$ cat src/rtl/uart_cmd_rx.sv
// Host-command receiver for the logic probe: 8N1 byte receiver feeding a small
// command parser that owns the trigger/pre-trigger configuration and capture strobes.
module uart_cmd_rx #(
   parameter int CLK_HZ      = 12000000,
   parameter int BAUD        = 115200,
   parameter int AW          = 10,
   parameter int PRE_DEFAULT = 256,
   parameter int TIMEOUT_CYC = 120000
) (
   input  logic        clk,
   input  logic        rst,
   input  logic        rx,
   output logic [7:0]  trig_mask,
   output logic [7:0]  trig_pattern,
   output logic [15:0] pre_samp,
   output logic        arm,
   output logic        abort,
   output logic        cmd_err,
   output logic        frame_err,
   output logic        busy
);

   localparam int BIT_CYC = (CLK_HZ + BAUD / 2) / BAUD;
   localparam int HALF    = BIT_CYC / 2;
   localparam int BW      = $clog2(BIT_CYC) + 1;
   localparam int TW      = $clog2(TIMEOUT_CYC + 1);

   localparam logic [BW-1:0] HALF_C   = BW'(HALF);
   localparam logic [BW-1:0] BIT_LAST = BW'(BIT_CYC);
   localparam logic [BW-1:0] CNT_ONE  = BW'(1);
   localparam logic [TW-1:0] TO_LAST  = TW'(TIMEOUT_CYC - 1);
   localparam logic [16:0]   PRE_LIM  = 17'(1) << AW;

   localparam logic [7:0] OP_MASK  = 8'h4D;
   localparam logic [7:0] OP_PAT   = 8'h50;
   localparam logic [7:0] OP_WIN   = 8'h57;
   localparam logic [7:0] OP_ARM   = 8'h41;
   localparam logic [7:0] OP_ABORT = 8'h58;

   typedef enum logic [2:0] {R_IDLE, R_START, R_DATA, R_STOP, R_WAIT_HI} rx_state_t;
   typedef enum logic [1:0] {P_IDLE, P_ARG1, P_ARG2} p_state_t;

   rx_state_t       rstate;
   p_state_t        pstate;
   logic            rx_p0;
   logic            rxs;
   logic            rxs_prev;
   logic [BW-1:0]   bcnt;
   logic [2:0]      bit_idx;
   logic [7:0]      shift;
   logic [7:0]      opcode;
   logic [7:0]      arg_hi;
   logic [TW-1:0]   tcnt;
   logic            stop_tick;
   logic            byte_vld;
   logic            stop_bad;

   function automatic logic pre_in_range(input logic [15:0] v);
      return ({1'b0, v} < PRE_LIM);
   endfunction

   assign stop_tick = (rstate == R_STOP) && (bcnt == BIT_LAST);
   assign byte_vld  = stop_tick && rxs;
   assign stop_bad  = stop_tick && !rxs;
   assign busy      = (pstate != P_IDLE);

   // Stage p0/p1: two-flop synchronizer, then bit-timing receiver on rxs
   always_ff @(posedge clk) begin
      if (rst) begin
         rx_p0     <= 1'b1;
         rxs       <= 1'b1;
         rxs_prev  <= 1'b1;
         rstate    <= R_IDLE;
         bcnt      <= '0;
         bit_idx   <= '0;
         frame_err <= 1'b0;
      end else begin
         rx_p0     <= rx;
         rxs       <= rx_p0;
         rxs_prev  <= rxs;
         frame_err <= 1'b0;
         case (rstate)
            R_IDLE: begin
               if (rxs_prev && !rxs) begin
                  rstate <= R_START;
                  bcnt   <= CNT_ONE;
               end
            end
            R_START: begin
               if (bcnt == HALF_C) begin
                  bcnt    <= CNT_ONE;
                  bit_idx <= '0;
                  rstate  <= rxs ? R_IDLE : R_DATA;
               end else begin
                  bcnt <= bcnt + CNT_ONE;
               end
            end
            R_DATA: begin
               if (bcnt == BIT_LAST) begin
                  bcnt <= CNT_ONE;
                  if (bit_idx == 3'd7) begin
                     rstate <= R_STOP;
                  end else begin
                     bit_idx <= bit_idx + 3'd1;
                  end
               end else begin
                  bcnt <= bcnt + CNT_ONE;
               end
            end
            R_STOP: begin
               if (bcnt == BIT_LAST) begin
                  if (rxs) begin
                     rstate <= R_IDLE;
                  end else begin
                     frame_err <= 1'b1;
                     rstate    <= R_WAIT_HI;
                  end
               end else begin
                  bcnt <= bcnt + CNT_ONE;
               end
            end
            R_WAIT_HI: begin
               if (rxs) rstate <= R_IDLE;
            end
            default: rstate <= R_IDLE;
         endcase
      end
   end

   // Data path: shift register and latched opcode/high argument carry no reset
   always_ff @(posedge clk) begin
      if (rstate == R_DATA && bcnt == BIT_LAST) shift <= {rxs, shift[7:1]};
      if (byte_vld && pstate == P_IDLE) opcode <= shift;
      if (byte_vld && pstate == P_ARG1) arg_hi <= shift;
   end

   // Stage p2: command parser, configuration registers and strobes
   always_ff @(posedge clk) begin
      if (rst) begin
         pstate       <= P_IDLE;
         tcnt         <= '0;
         trig_mask    <= 8'h00;
         trig_pattern <= 8'h00;
         pre_samp     <= 16'(PRE_DEFAULT);
         arm          <= 1'b0;
         abort        <= 1'b0;
         cmd_err      <= 1'b0;
      end else begin
         arm     <= 1'b0;
         abort   <= 1'b0;
         cmd_err <= 1'b0;
         if (byte_vld) begin
            tcnt <= '0;
            case (pstate)
               P_IDLE: begin
                  case (shift)
                     OP_MASK, OP_PAT, OP_WIN: pstate <= P_ARG1;
                     OP_ARM:                  arm    <= 1'b1;
                     OP_ABORT:                abort  <= 1'b1;
                     default:                 cmd_err <= 1'b1;
                  endcase
               end
               P_ARG1: begin
                  case (opcode)
                     OP_MASK: begin
                        trig_mask <= shift;
                        pstate    <= P_IDLE;
                     end
                     OP_PAT: begin
                        trig_pattern <= shift;
                        pstate       <= P_IDLE;
                     end
                     default: pstate <= P_ARG2;
                  endcase
               end
               P_ARG2: begin
                  // Window depth is committed only as a complete, in-range pair
                  if (pre_in_range({arg_hi, shift})) begin
                     pre_samp <= {arg_hi, shift};
                  end else begin
                     cmd_err <= 1'b1;
                  end
                  pstate <= P_IDLE;
               end
               default: pstate <= P_IDLE;
            endcase
         end else if (stop_bad && pstate != P_IDLE) begin
            cmd_err <= 1'b1;
            pstate  <= P_IDLE;
            tcnt    <= '0;
         end else if (pstate != P_IDLE) begin
            if (tcnt == TO_LAST) begin
               cmd_err <= 1'b1;
               pstate  <= P_IDLE;
               tcnt    <= '0;
            end else begin
               tcnt <= tcnt + TW'(1);
            end
         end
      end
   end

endmodule

$ cat config.mk
export PLATFORM = sky130hd
export DESIGN_NAME = uart_cmd_rx
export DESIGN_NICKNAME = d
export VERILOG_FILES = /design/src/rtl/uart_cmd_rx.sv
export SDC_FILE = /design/constraint.sdc
export NUM_CORES = 1
export LEC_CHECK = 0
export CORE_ASPECT_RATIO = 1.2
export CORE_UTILIZATION = 56
export CTS_CLUSTER_DIAMETER = 50
export DETAILED_ROUTE_END_ITERATION = 7
export GPL_ROUTABILITY_DRIVEN = 0
export GPL_TIMING_DRIVEN = 0
export PLACE_DENSITY = 0.75
export SLEW_MARGIN = 20
export SYNTH_ARGS = -nofsm -noshare
export SYNTH_HDL_FRONTEND = slang
export SYNTH_SLANG_ARGS = --single-unit
$ cat constraint.sdc
create_clock -name clk -period 2.55 [get_ports clk]
set_clock_uncertainty 0.1 [all_clocks]
set_input_delay 0.51 -clock clk [delete_from_list [all_inputs] [get_ports clk]]
set_output_delay 0.51 -clock clk [all_outputs]
set_load 0.03 [all_outputs]
==> impl_metrics.toml, run 1 <==
[outcome]
status = "finished, final reports clean"

[clocking]
cts_tree = "built"
clock_latency_ns = 0.35
path_clk_slew_ns = 0.09
cts_root_buf = "clkbuf_8"
numCtsBuffers = 9
cts.sinks = 96
cts.htree.levels = 3
clockBufferDepth = 2

[sta]
setup_tns_ns = 0
post-route-period-util_pct = 92.2
slew_headroom_pct = 49.7
setup_ws_ns = 0.199
final-max-slew-violation-count = 0
grt_setup_unrepaired = "no"
hold_viol = 0
worst_pin_slew_ns = 0.751
layout_min_cycle_time_ns = 2.35
setup_viol = 0
hold-worst-slack_ns = 0.314
max_freq_ghz = 0.425

[floorplan]
fp-row-count = 33
die_w_um = 79.0
core-area_sq_um = 6850
die_area_sq_um = 7460
start_util_pct = 58.1
io_pins = 40
die_h_um = 94.4

[route]
firstDrtPassIters = 4
drt-total-wl_um = 7990
drc = 0
num_vias = 2900
viasPerCell = 5.56
first_iter_violations = 154
wl_per_cell_um = 15.3
antenna_left = 0

[global_route]
globalRouteMet1Util_pct = 28.9
met3_usage_pct = 4.06
antenna_found_initial = 0
track_usage_pct = 23.0
busiest_layer = "met2"
grt_start_max_net_pins = 17
overflow = 0
met2_usage_pct = 38.7
grt_pass1_vias = 2714
grt_pass1_wl_um = 13100

[worst_setup_path]
crit_start = "bcnt[0]$_SDFFE_PP0P_"
path_max_fanout = 10
crit_path_end_kind = "flop"
startpoint_type = "flop"
endpoint = "pre_samp[6]$_SDFFE_PP0P_"
worstReg2RegStart = "bcnt[0]$_SDFFE_PP0P_"
reg2reg_depth = 9
cp_slowest_cell = "or3_1"
crit_chain = "inv_1 > ha_1 > nor3b_4 > nand4_2 > or3_1 > buf_4 > buf_6 > mux2i_1 > nor2_1"
r2r_end = "pre_samp[6]$_SDFFE_PP0P_"
crit_arrival_ns = 2.48
cp.required_ns = 2.68
max_stage_delay_ns = 0.40
crit_type = "reg2reg"
regToRegSetupSlack_ns = 0.20

[layout]
area_growth_syn_to_layout_pct = 18.5
diodes = 0
final_nets = 438
drive_gt1_share_pct = 10.1

[pwr]
p_leak_nw = 1.84
p_per_area_nw_per_um2 = 586
finalPower_mw = 2.77
peakVddDrop_v = 0.000511

[synth]
synth_area_leaders = "dfxtp_1 (36%), edfxtp_1 (18%), mux2i_1 (7.0%)"
synth.distinct_cells = 55
synth_top_area_share_pct = 36.2
synthTopCellsByCount = "dfxtp_1 (72), nor2_1 (64), mux2i_1 (28)"
ys_seq_area_share_pct = 54.3
ys_async_sr_fraction_pct = 0
yosysMostFrequentCell = "dfxtp_1"
synth_area_sq_um = 3980
yosysTopAreaCell = "dfxtp_1"
ys.flop_type = "dfxtp_1"
synth_nets = 387
netlist_instances = 379
ys_ff_latch = 96
yosys_warnings = 0
synth-edff-count = 24
avgSynthCellArea_sq_um = 10.5

[min_path]
min_path_cells = 1
min_path_type = "reg2reg"

[job]
cap_violations = 0

[placed_design]
dpl.hpwl_um = 5560
place_ws_ns = 0.0276
portBuffers = 39
-- metrics by stage --
stage	cells	instance area (sq um)	utilization [%]
floorplan	379	3980	-
global placement	505	4480	65.4
detailed placement	505	4480	65.4
CTS	521	4700	68.6
global route	522	4720	68.9
finish	522	4720	68.9
-- cell families (layout without fill, tap and decap cells) --
kind of cell,count (synthesis),count (layout),synth area share [%]
flip-flops,96,96,54.3
multiplexers,28,28,7.04
XOR/XNOR,17,17,3.74
buffers and inverters,27,83,3.39
AND/OR/NAND/NOR,161,161,22.2
AO/OA/AOI/OAI,45,45,7.76
adder cells (fa/ha/maj),5,5,1.57
-- cells in the final DEF, fill, tap and decap left out, types with 4 or more instances in the layout --
cell and n:
dfxtp_1 72, nand2_1 19, and3_1 8, or2_2 4, clkbuf_8 9, mux2i_1 28
o21ai_0 9, xor2_1 5, nand3_1 10, ha_1 5, clkdlybuf4s50_1 38, nor2_1 63
a21oi_1 14, nand3b_1 4, nor3_1 8, clkbuf_1 8, inv_1 11, or4_1 5
xnor2_1 12, edfxtp_1 24
-- cell type report --
type | instances | area [sq um]
plain buffers | 15 | 90.1
clock buffers | 11 | 153
clock inverters | 5 | 62.6
fillers | 550 | 2130
inverters | 12 | 45.0
multi-input cells | 256 | 1700
flip-flops and latches | 96 | 2160
well taps | 87 | 109
repair buffers | 40 | 400
-- metal layers --
metal / wire, um / part of all wire, %
met4: 111 / 1.4
met5: 0 / 0
met3: 283 / 3.5
met1: 3640 / 46
met2: 3960 / 50
-- report_power, final --
part / leakage (nW) / total [mW] / internal [mW] / switching (mW)
Clock: 0.101 / 1.04 / 0.519 / 0.523
Sequential: 0.796 / 1.57 / 1.56 / 0.00693
Combinational: 0.939 / 0.160 / 0.0683 / 0.0922
-- worst min path at each step --
stage | from | endpoint | slack [ns]
3_3_place_gp | rx_p0$_SDFF_PP1_ | rxs$_SDFF_PP1_ | 0.30
6_report | rx_p0$_SDFF_PP1_ | rxs$_SDFF_PP1_ | 0.31
4_1_cts | rx_p0$_SDFF_PP1_ | rxs$_SDFF_PP1_ | 0.32
5_1_grt | rx_p0$_SDFF_PP1_ | rxs$_SDFF_PP1_ | 0.34
3_5_place_dp | rx_p0$_SDFF_PP1_ | rxs$_SDFF_PP1_ | 0.29
2_1_floorplan | rx_p0$_SDFF_PP1_ | rxs$_SDFF_PP1_ | 0.29
-- worst max-delay path: cells and delay by family, from the launching register on --
family	cells	cell delay, ns
AND/OR/NAND/NOR	4	0.99
buffers and inverters	3	0.42
multiplexers	1	0.17
adder cells (fa/ha/maj)	1	0.20
flip-flops	1	0.36
-- sequential cells by signal (all words and copies together) (netlist names), 2 cells and up --
name and count:
tcnt 17, arg_hi 8, trig_mask 8, pstate 2, opcode 8, shift 8, bcnt 8, rstate 3
pre_samp 16, trig_pattern 8, bit_idx 3
-- repair_timing --
item | in CTS | in global routing
gates resized for setup | 1 | 3
endpoints found under the hold margin | 0 | 0
setup buffers | 0 | 1
hold buffers | 0 | 0
setup endpoints to repair | 2 | 7
Power figures use the tool's default switching activity.
==> inputs of run 2 (changes only) <==
Settings changed: SKIP_LAST_GASP set to 1.
==> results of run 2 <==
Final layout, timing and power as in run 1 (identical DEF).
